==> config.mk <==
export PLATFORM = sky130hd
export DESIGN_NAME = load_store_unit
export DESIGN_NICKNAME = d
export VERILOG_FILES = /design/src/rtl/load_store_unit_pkg.sv /design/src/rtl/load_store_unit_load_align.sv /design/src/rtl/load_store_unit.sv
export SDC_FILE = /design/constraint.sdc
export NUM_CORES = 1
export LEC_CHECK = 0
export CORE_MARGIN = 2
export CORE_UTILIZATION = 42
export DETAILED_ROUTE_END_ITERATION = 10
export GPL_TIMING_DRIVEN = 0
export MAX_ROUTING_LAYER = met4
export PLACE_DENSITY = 0.78
export RECOVER_POWER = 25
export SKIP_CTS_REPAIR_TIMING = 1
export SLEW_MARGIN = 0
export SYNTH_ARGS = -nofsm -noshare
export SYNTH_HDL_FRONTEND = slang
export SYNTH_SLANG_ARGS = --single-unit
==> constraint.sdc <==
create_clock -name clk -period 1.6 [get_ports clk]
set_clock_uncertainty 0.1 [all_clocks]
set_input_delay 0.32 -clock clk [delete_from_list [all_inputs] [get_ports clk]]
set_output_delay 0.32 -clock clk [all_outputs]
set_load 0.03 [all_outputs]
==> src/rtl/load_store_unit_pkg.sv <==
// Shared encodings for the load/store unit: funct3 access types, op direction,
// FSM states and helpers that decode access size/signedness from funct3.
package load_store_unit_pkg;

  localparam logic [2:0] TYP_B  = 3'd0;
  localparam logic [2:0] TYP_H  = 3'd1;
  localparam logic [2:0] TYP_W  = 3'd2;
  localparam logic [2:0] TYP_BU = 3'd4;
  localparam logic [2:0] TYP_HU = 3'd5;

  localparam logic FCN_LOAD  = 1'b0;
  localparam logic FCN_STORE = 1'b1;

  typedef enum logic [1:0] {
    ST_IDLE = 2'd0,
    ST_REQ  = 2'd1,
    ST_WAIT = 2'd2,
    ST_DONE = 2'd3
  } lsu_state_e;

  typedef enum logic [1:0] {
    SZ_B = 2'd0,
    SZ_H = 2'd1,
    SZ_W = 2'd2
  } mem_size_e;

  // Unused funct3 codes (3/6/7) fall through to word accesses.
  function automatic mem_size_e typ_size(input logic [2:0] typ);
    case (typ)
      TYP_B, TYP_BU: return SZ_B;
      TYP_H, TYP_HU: return SZ_H;
      default:       return SZ_W;
    endcase
  endfunction

  function automatic logic typ_unsigned(input logic [2:0] typ);
    return (typ == TYP_BU) || (typ == TYP_HU);
  endfunction

endpackage

==> src/rtl/load_store_unit_load_align.sv <==
// Extracts the addressed byte/half from a raw read word and sign- or
// zero-extends it to 32 bits.
module load_align
  import load_store_unit_pkg::*;
(
  input  logic [31:0] raw,
  input  logic [1:0]  addr_lo,
  input  logic [2:0]  typ,
  output logic [31:0] result
);

  logic [7:0]  lane [4];
  logic [7:0]  byte_sel;
  logic [15:0] half_sel;
  logic        sext;

  genvar gi;
  for (gi = 0; gi < 4; gi++) begin : g_lane
    assign lane[gi] = raw[8*gi +: 8];
  end

  always_comb begin
    byte_sel = lane[addr_lo];
    half_sel = addr_lo[1] ? raw[31:16] : raw[15:0];
    sext     = !typ_unsigned(typ);
    case (typ_size(typ))
      SZ_B:    result = {{24{sext & byte_sel[7]}}, byte_sel};
      SZ_H:    result = {{16{sext & half_sel[15]}}, half_sel};
      default: result = raw;
    endcase
  end

endmodule

==> src/rtl/load_store_unit.sv <==
// Single-outstanding load/store unit: checks alignment, issues one memory
// access per op, aligns load data and bounds the wait for a response.
module load_store_unit
  import load_store_unit_pkg::*;
#(
  parameter int MAX_WAIT = 255
) (
  input  logic        clk,
  input  logic        reset,
  input  logic        io_req_valid,
  output logic        io_req_ready,
  input  logic        io_req_fcn,
  input  logic [2:0]  io_req_typ,
  input  logic [31:0] io_req_addr,
  input  logic [31:0] io_req_wdata,
  output logic        io_mem_req_valid,
  input  logic        io_mem_req_ready,
  output logic [31:0] io_mem_req_addr,
  output logic        io_mem_req_wen,
  output logic [3:0]  io_mem_req_wmask,
  output logic [31:0] io_mem_req_wdata,
  input  logic        io_mem_resp_valid,
  input  logic [31:0] io_mem_resp_data,
  output logic [31:0] io_wb_mem,
  output logic        io_wb_valid,
  output logic        io_stall,
  output logic        io_exc_misaligned,
  output logic        io_exc_fault
);

  localparam int CNT_W = $clog2(MAX_WAIT + 2);
  localparam logic [CNT_W-1:0] MAX_CNT = CNT_W'(MAX_WAIT);

  lsu_state_e       state_reg, state_next;
  logic [CNT_W-1:0] cnt_reg;
  logic             fcn_reg;
  logic [2:0]       typ_reg;
  logic [31:0]      addr_reg, wdata_reg;
  logic [31:0]      wb_mem_reg;
  logic             exc_mis_reg, exc_fault_reg;

  logic             misaligned, accept, fault_fire, load_done;
  logic [31:0]      load_result, store_data;
  logic [3:0]       wmask;
  mem_size_e        req_size, store_size;

  assign req_size   = typ_size(io_req_typ);
  assign misaligned = ((req_size == SZ_H) && io_req_addr[0]) ||
                      ((req_size == SZ_W) && (io_req_addr[1:0] != 2'b00));
  assign accept     = (state_reg == ST_IDLE) && io_req_valid && !misaligned;

  load_align u_load_align (
    .raw     (io_mem_resp_data),
    .addr_lo (addr_reg[1:0]),
    .typ     (typ_reg),
    .result  (load_result)
  );

  always_comb begin
    state_next = state_reg;
    fault_fire = 1'b0;
    load_done  = 1'b0;
    case (state_reg)
      ST_IDLE: if (accept) state_next = ST_REQ;
      ST_REQ:  if (io_mem_req_ready) state_next = (fcn_reg == FCN_STORE) ? ST_DONE : ST_WAIT;
      ST_WAIT: begin
        // A response on the final allowed cycle still completes the load.
        if (io_mem_resp_valid) begin
          load_done  = 1'b1;
          state_next = ST_DONE;
        end else if (cnt_reg == MAX_CNT) begin
          fault_fire = 1'b1;
          state_next = ST_IDLE;
        end
      end
      ST_DONE: state_next = ST_IDLE;
      default: state_next = ST_IDLE;
    endcase
  end

  always_ff @(posedge clk) begin
    if (reset) begin
      state_reg     <= ST_IDLE;
      cnt_reg       <= '0;
      fcn_reg       <= FCN_LOAD;
      typ_reg       <= TYP_W;
      addr_reg      <= '0;
      wdata_reg     <= '0;
      wb_mem_reg    <= '0;
      exc_mis_reg   <= 1'b0;
      exc_fault_reg <= 1'b0;
    end else begin
      state_reg     <= state_next;
      exc_mis_reg   <= (state_reg == ST_IDLE) && io_req_valid && misaligned;
      exc_fault_reg <= fault_fire;
      cnt_reg       <= (state_reg == ST_WAIT) ? cnt_reg + 1'b1 : '0;
      if (accept) begin
        fcn_reg   <= io_req_fcn;
        typ_reg   <= io_req_typ;
        addr_reg  <= io_req_addr;
        wdata_reg <= io_req_wdata;
      end
      if (load_done) wb_mem_reg <= load_result;
    end
  end

  assign store_size = typ_size(typ_reg);

  genvar gi;
  for (gi = 0; gi < 4; gi++) begin : g_store_lane
    assign store_data[8*gi +: 8] = (store_size == SZ_B) ? wdata_reg[7:0] :
                                   (store_size == SZ_H) ? wdata_reg[8*(gi%2) +: 8] :
                                                          wdata_reg[8*gi +: 8];
  end

  always_comb begin
    wmask = 4'h0;
    if (fcn_reg == FCN_STORE) begin
      case (store_size)
        SZ_B:    wmask = 4'b0001 << addr_reg[1:0];
        SZ_H:    wmask = 4'b0011 << {addr_reg[1], 1'b0};
        default: wmask = 4'hF;
      endcase
    end
  end

  assign io_req_ready      = (state_reg == ST_IDLE);
  assign io_mem_req_valid  = (state_reg == ST_REQ);
  assign io_mem_req_addr   = {addr_reg[31:2], 2'b00};
  assign io_mem_req_wen    = (fcn_reg == FCN_STORE);
  assign io_mem_req_wmask  = wmask;
  assign io_mem_req_wdata  = store_data;
  assign io_wb_mem         = wb_mem_reg;
  assign io_wb_valid       = (state_reg == ST_DONE);
  assign io_stall          = (state_reg != ST_IDLE) || accept;
  assign io_exc_misaligned = exc_mis_reg;
  assign io_exc_fault      = exc_fault_reg;

endmodule

==> impl_metrics.py <==
metrics = {
    "worst_hold_path": {
        "hold_class": "in2reg",
        "holdPathStages": 3,
        "hold_path.startpoint": "io_req_valid",
        "holdPathEnd": "state_reg[0]",
    },
    "floorplanning": {
        "coreArea_um2": 14480,
        "io-pin-count": 212,
        "die_area_um2": 15760,
        "start_util_pct": 42.86,
        "die_h_um": 125.6,
        "fp.dieW_um": 125.6,
        "rows": 44,
    },
    "timing": {
        "fin_tns_setup_ns": -16.38,
        "fin_crit_ns": 2.136,
        "timing.final.crit_share_pct": 133.5,
        "worst_slack_ns": -0.5363,
        "fmaxAchievable_mhz": 468.1,
        "drv_slew": 0,
        "worst_slew_pin_slew_ns": 0.7285,
        "setup_viol": 83,
        "hold_violations": 0,
        "slew_headroom_pct": 51.44,
        "rsz0062_at_grt": "true",
    },
    "synth": {
        "synth.avg_cell_area_um2": 9.346,
        "ys_seq_area_share_pct": 36.45,
        "muxShareOfSynthArea_pct": 16.27,
        "synth-seq-cells": 113,
        "yosysTopAreaCellShare_pct": 36.45,
        "synth.yosys.warnings": 0,
        "synth-simple-area-share_pct": 23.71,
        "syn_inst": 664,
        "ys_types": 54,
        "synth.area.top_cells": "dfxtp_1, nand2b_1, mux2i_1",
        "synth_ff_type": "dfxtp_1",
        "synthAdderAreaFrac_pct": 0.4032,
        "synth-xor-area-share_pct": 0.4234,
        "synth-async-reset-ratio_pct": 0,
        "synth_top_family_by_area": "simple AND/OR/NAND/NOR gates",
        "syn_area_um2": 6206,
        "synth_compound_area_share_pct": 12.24,
        "synth_edf_count": 0,
        "synth.largest_area_cell": "dfxtp_1",
    },
    "placement": {
        "placed_cell_area_um2": 8670,
        "port-buffer-count": 208,
        "place_inst": 1057,
        "dp_hpwl_mm": 13.33,
        "pre_cts_ws_ns": -1.313,
        "gp_congestion": 0.8660,
    },
    "outcome": {
        "status": "complete, but fails checks",
        "violations": "setup timing",
    },
    "clocking": {
        "cts.htree.levels": 4,
        "clk_latency_ns": 0.42,
        "cts_buffers": 17,
        "tritoncts": "done",
        "cts.sinks": 113,
        "clk_pin_slew_ns": 0.05,
        "cts_root_buf": "clkbuf_16",
        "cts_buffer_depth": 2,
    },
    "final_layout": {
        "fillers": 1064,
        "area_delta_synth_final_pct": 63.61,
        "diodes": 0,
        "fin_nets": 1047,
        "drive_gt1_share_pct": 32.53,
        "final_cell_mix": "nand2b_1, clkdlybuf4s50_1, dfxtp_1",
        "layout_commonest_cell": "nand2b_1",
        "instances_no_fill": 1137,
        "final_area_um2": 10150,
    },
    "drt": {
        "post-route-drc-count": 0,
        "postRouteAntennaNets": 0,
        "first_pass_iters": 5,
        "drtIter0Drc": 348,
        "wl_per_cell_um": 18.39,
        "viasPerCell": 5.243,
        "num_vias": 5961,
        "routed_wl_mm": 20.91,
    },
    "worst_setup_path": {
        "r2r_start": "typ_reg[1]",
        "crit_arrival_ns": 1.72,
        "crit_path_start": "typ_reg[1]",
        "path_max_fanout": 8,
        "endpoint_kind": "primary output",
        "r2r_cells": 9,
        "worstReg2RegEnd": "io_wb_mem[26]",
        "critical_path_class": "reg2out",
        "reg2reg_slack_ns": -0.15,
        "cp.required_ns": 1.18,
        "crit_path_start_kind": "register",
    },
    "global_route": {
        "first_global_vias": 5316,
        "grt_max_degree": 17,
        "antenna_found_initial": 0,
        "gr-total-overflow": 0,
        "grt_pass1_wl_mm": 28.14,
        "track_usage_pct": 23.21,
    },
    "power": {
        "cellLeakagePower_nw": 4.457,
        "p_total_mw": 8.736,
        "pwr_density_cell_nw_per_um2": 860.4,
        "ir_worst_vdd_uv": 786.3,
    },
    "flow_run": {
        "cap_violations": 0,
    },
}
[logic make-up after synthesis]
logic type,Yosys count
simple gates,254
xor+xnor,3
mux,97
other cells,1
buf+inv,96
compound gates,98
flops,113
fa+ha+maj,2
[layer usage]
metal | track usage [%] | routed length [µm] | part of all wire [%]
met3 | 7.018 | 1586 | 7.6
met1 | 28.13 | 8577 | 41
met5 | - | 0 | 0
met2 | 36.41 | 10230 | 49
met4 | 8.693 | 519 | 2.5
[synth_stat cells (all sizes together), types with 2 or more instances]
cell type and number:
nor2 49, a211oi 9, nor4b 2, nand2b 135
ha 2, nor2b 14, o21a 4, nor3b 10
and3b 2, a2111oi 7, a221oi 10, xor2 2
o21ai 13, nand3 5, and2 2, or3 3
nand3b 3, mux2i 72, dfxtp 113, a21oi 24
a311oi 17, nand4b 2, clkbuf 25, nand2 21
a32oi 8, buf 70, mux2 25
[critical path, stage by stage, from the launching register on]
cell and delay [ns]:
dfxtp_2 0.31, buf_6 0.12, buf_8 0.13, nor2_4 0.12
buf_12 0.15, mux2_4 0.32, buf_6 0.14
[stage by stage]
step / hold WS [ns] / util (%)
detailed placement: 0.3587 / 59.88
CTS: 0.3604 / 63.64
finish: 0.1597 / 70.13
global placement: 0.3325 / 59.88
global route: 0.1723 / 70.13
floorplan: 0.3179 / -
[layout make-up]
| class | instances | area [µm²] | share of cell area (%) |
|---|---|---|---|
| multi-input combinational | 456 | 3765 | 37.08 |
| sequential | 113 | 2290 | 22.55 |
| clock buffer | 26 | 489.2 | 4.818 |
| inverter | 1 | 3.754 | 0.03697 |
| tap | 184 | 230.2 | 2.267 |
| clock inverter | 6 | 55.05 | 0.5422 |
| buffer | 91 | 799.5 | 7.874 |
| timing repair buffer | 260 | 2521 | 24.83 |
[worst max path at each step]
stage          cells past startpoint                    to
5_1_grt                            6  io_mem_req_wdata[12]
3_5_place_dp                       7              io_stall
2_1_floorplan                      5              io_stall
6_report                           6   io_mem_req_wdata[8]
4_1_cts                            7              io_stall
3_3_place_gp                       7              io_stall
[where the power goes]
group	switching [mW]	internal, mW	total [mW]
sequential	0.121	2.97	3.09
clock	1.29	2.24	3.53
combinational	1.03	1.09	2.12
No activity file was read; power rests on OpenSTA's default activity.
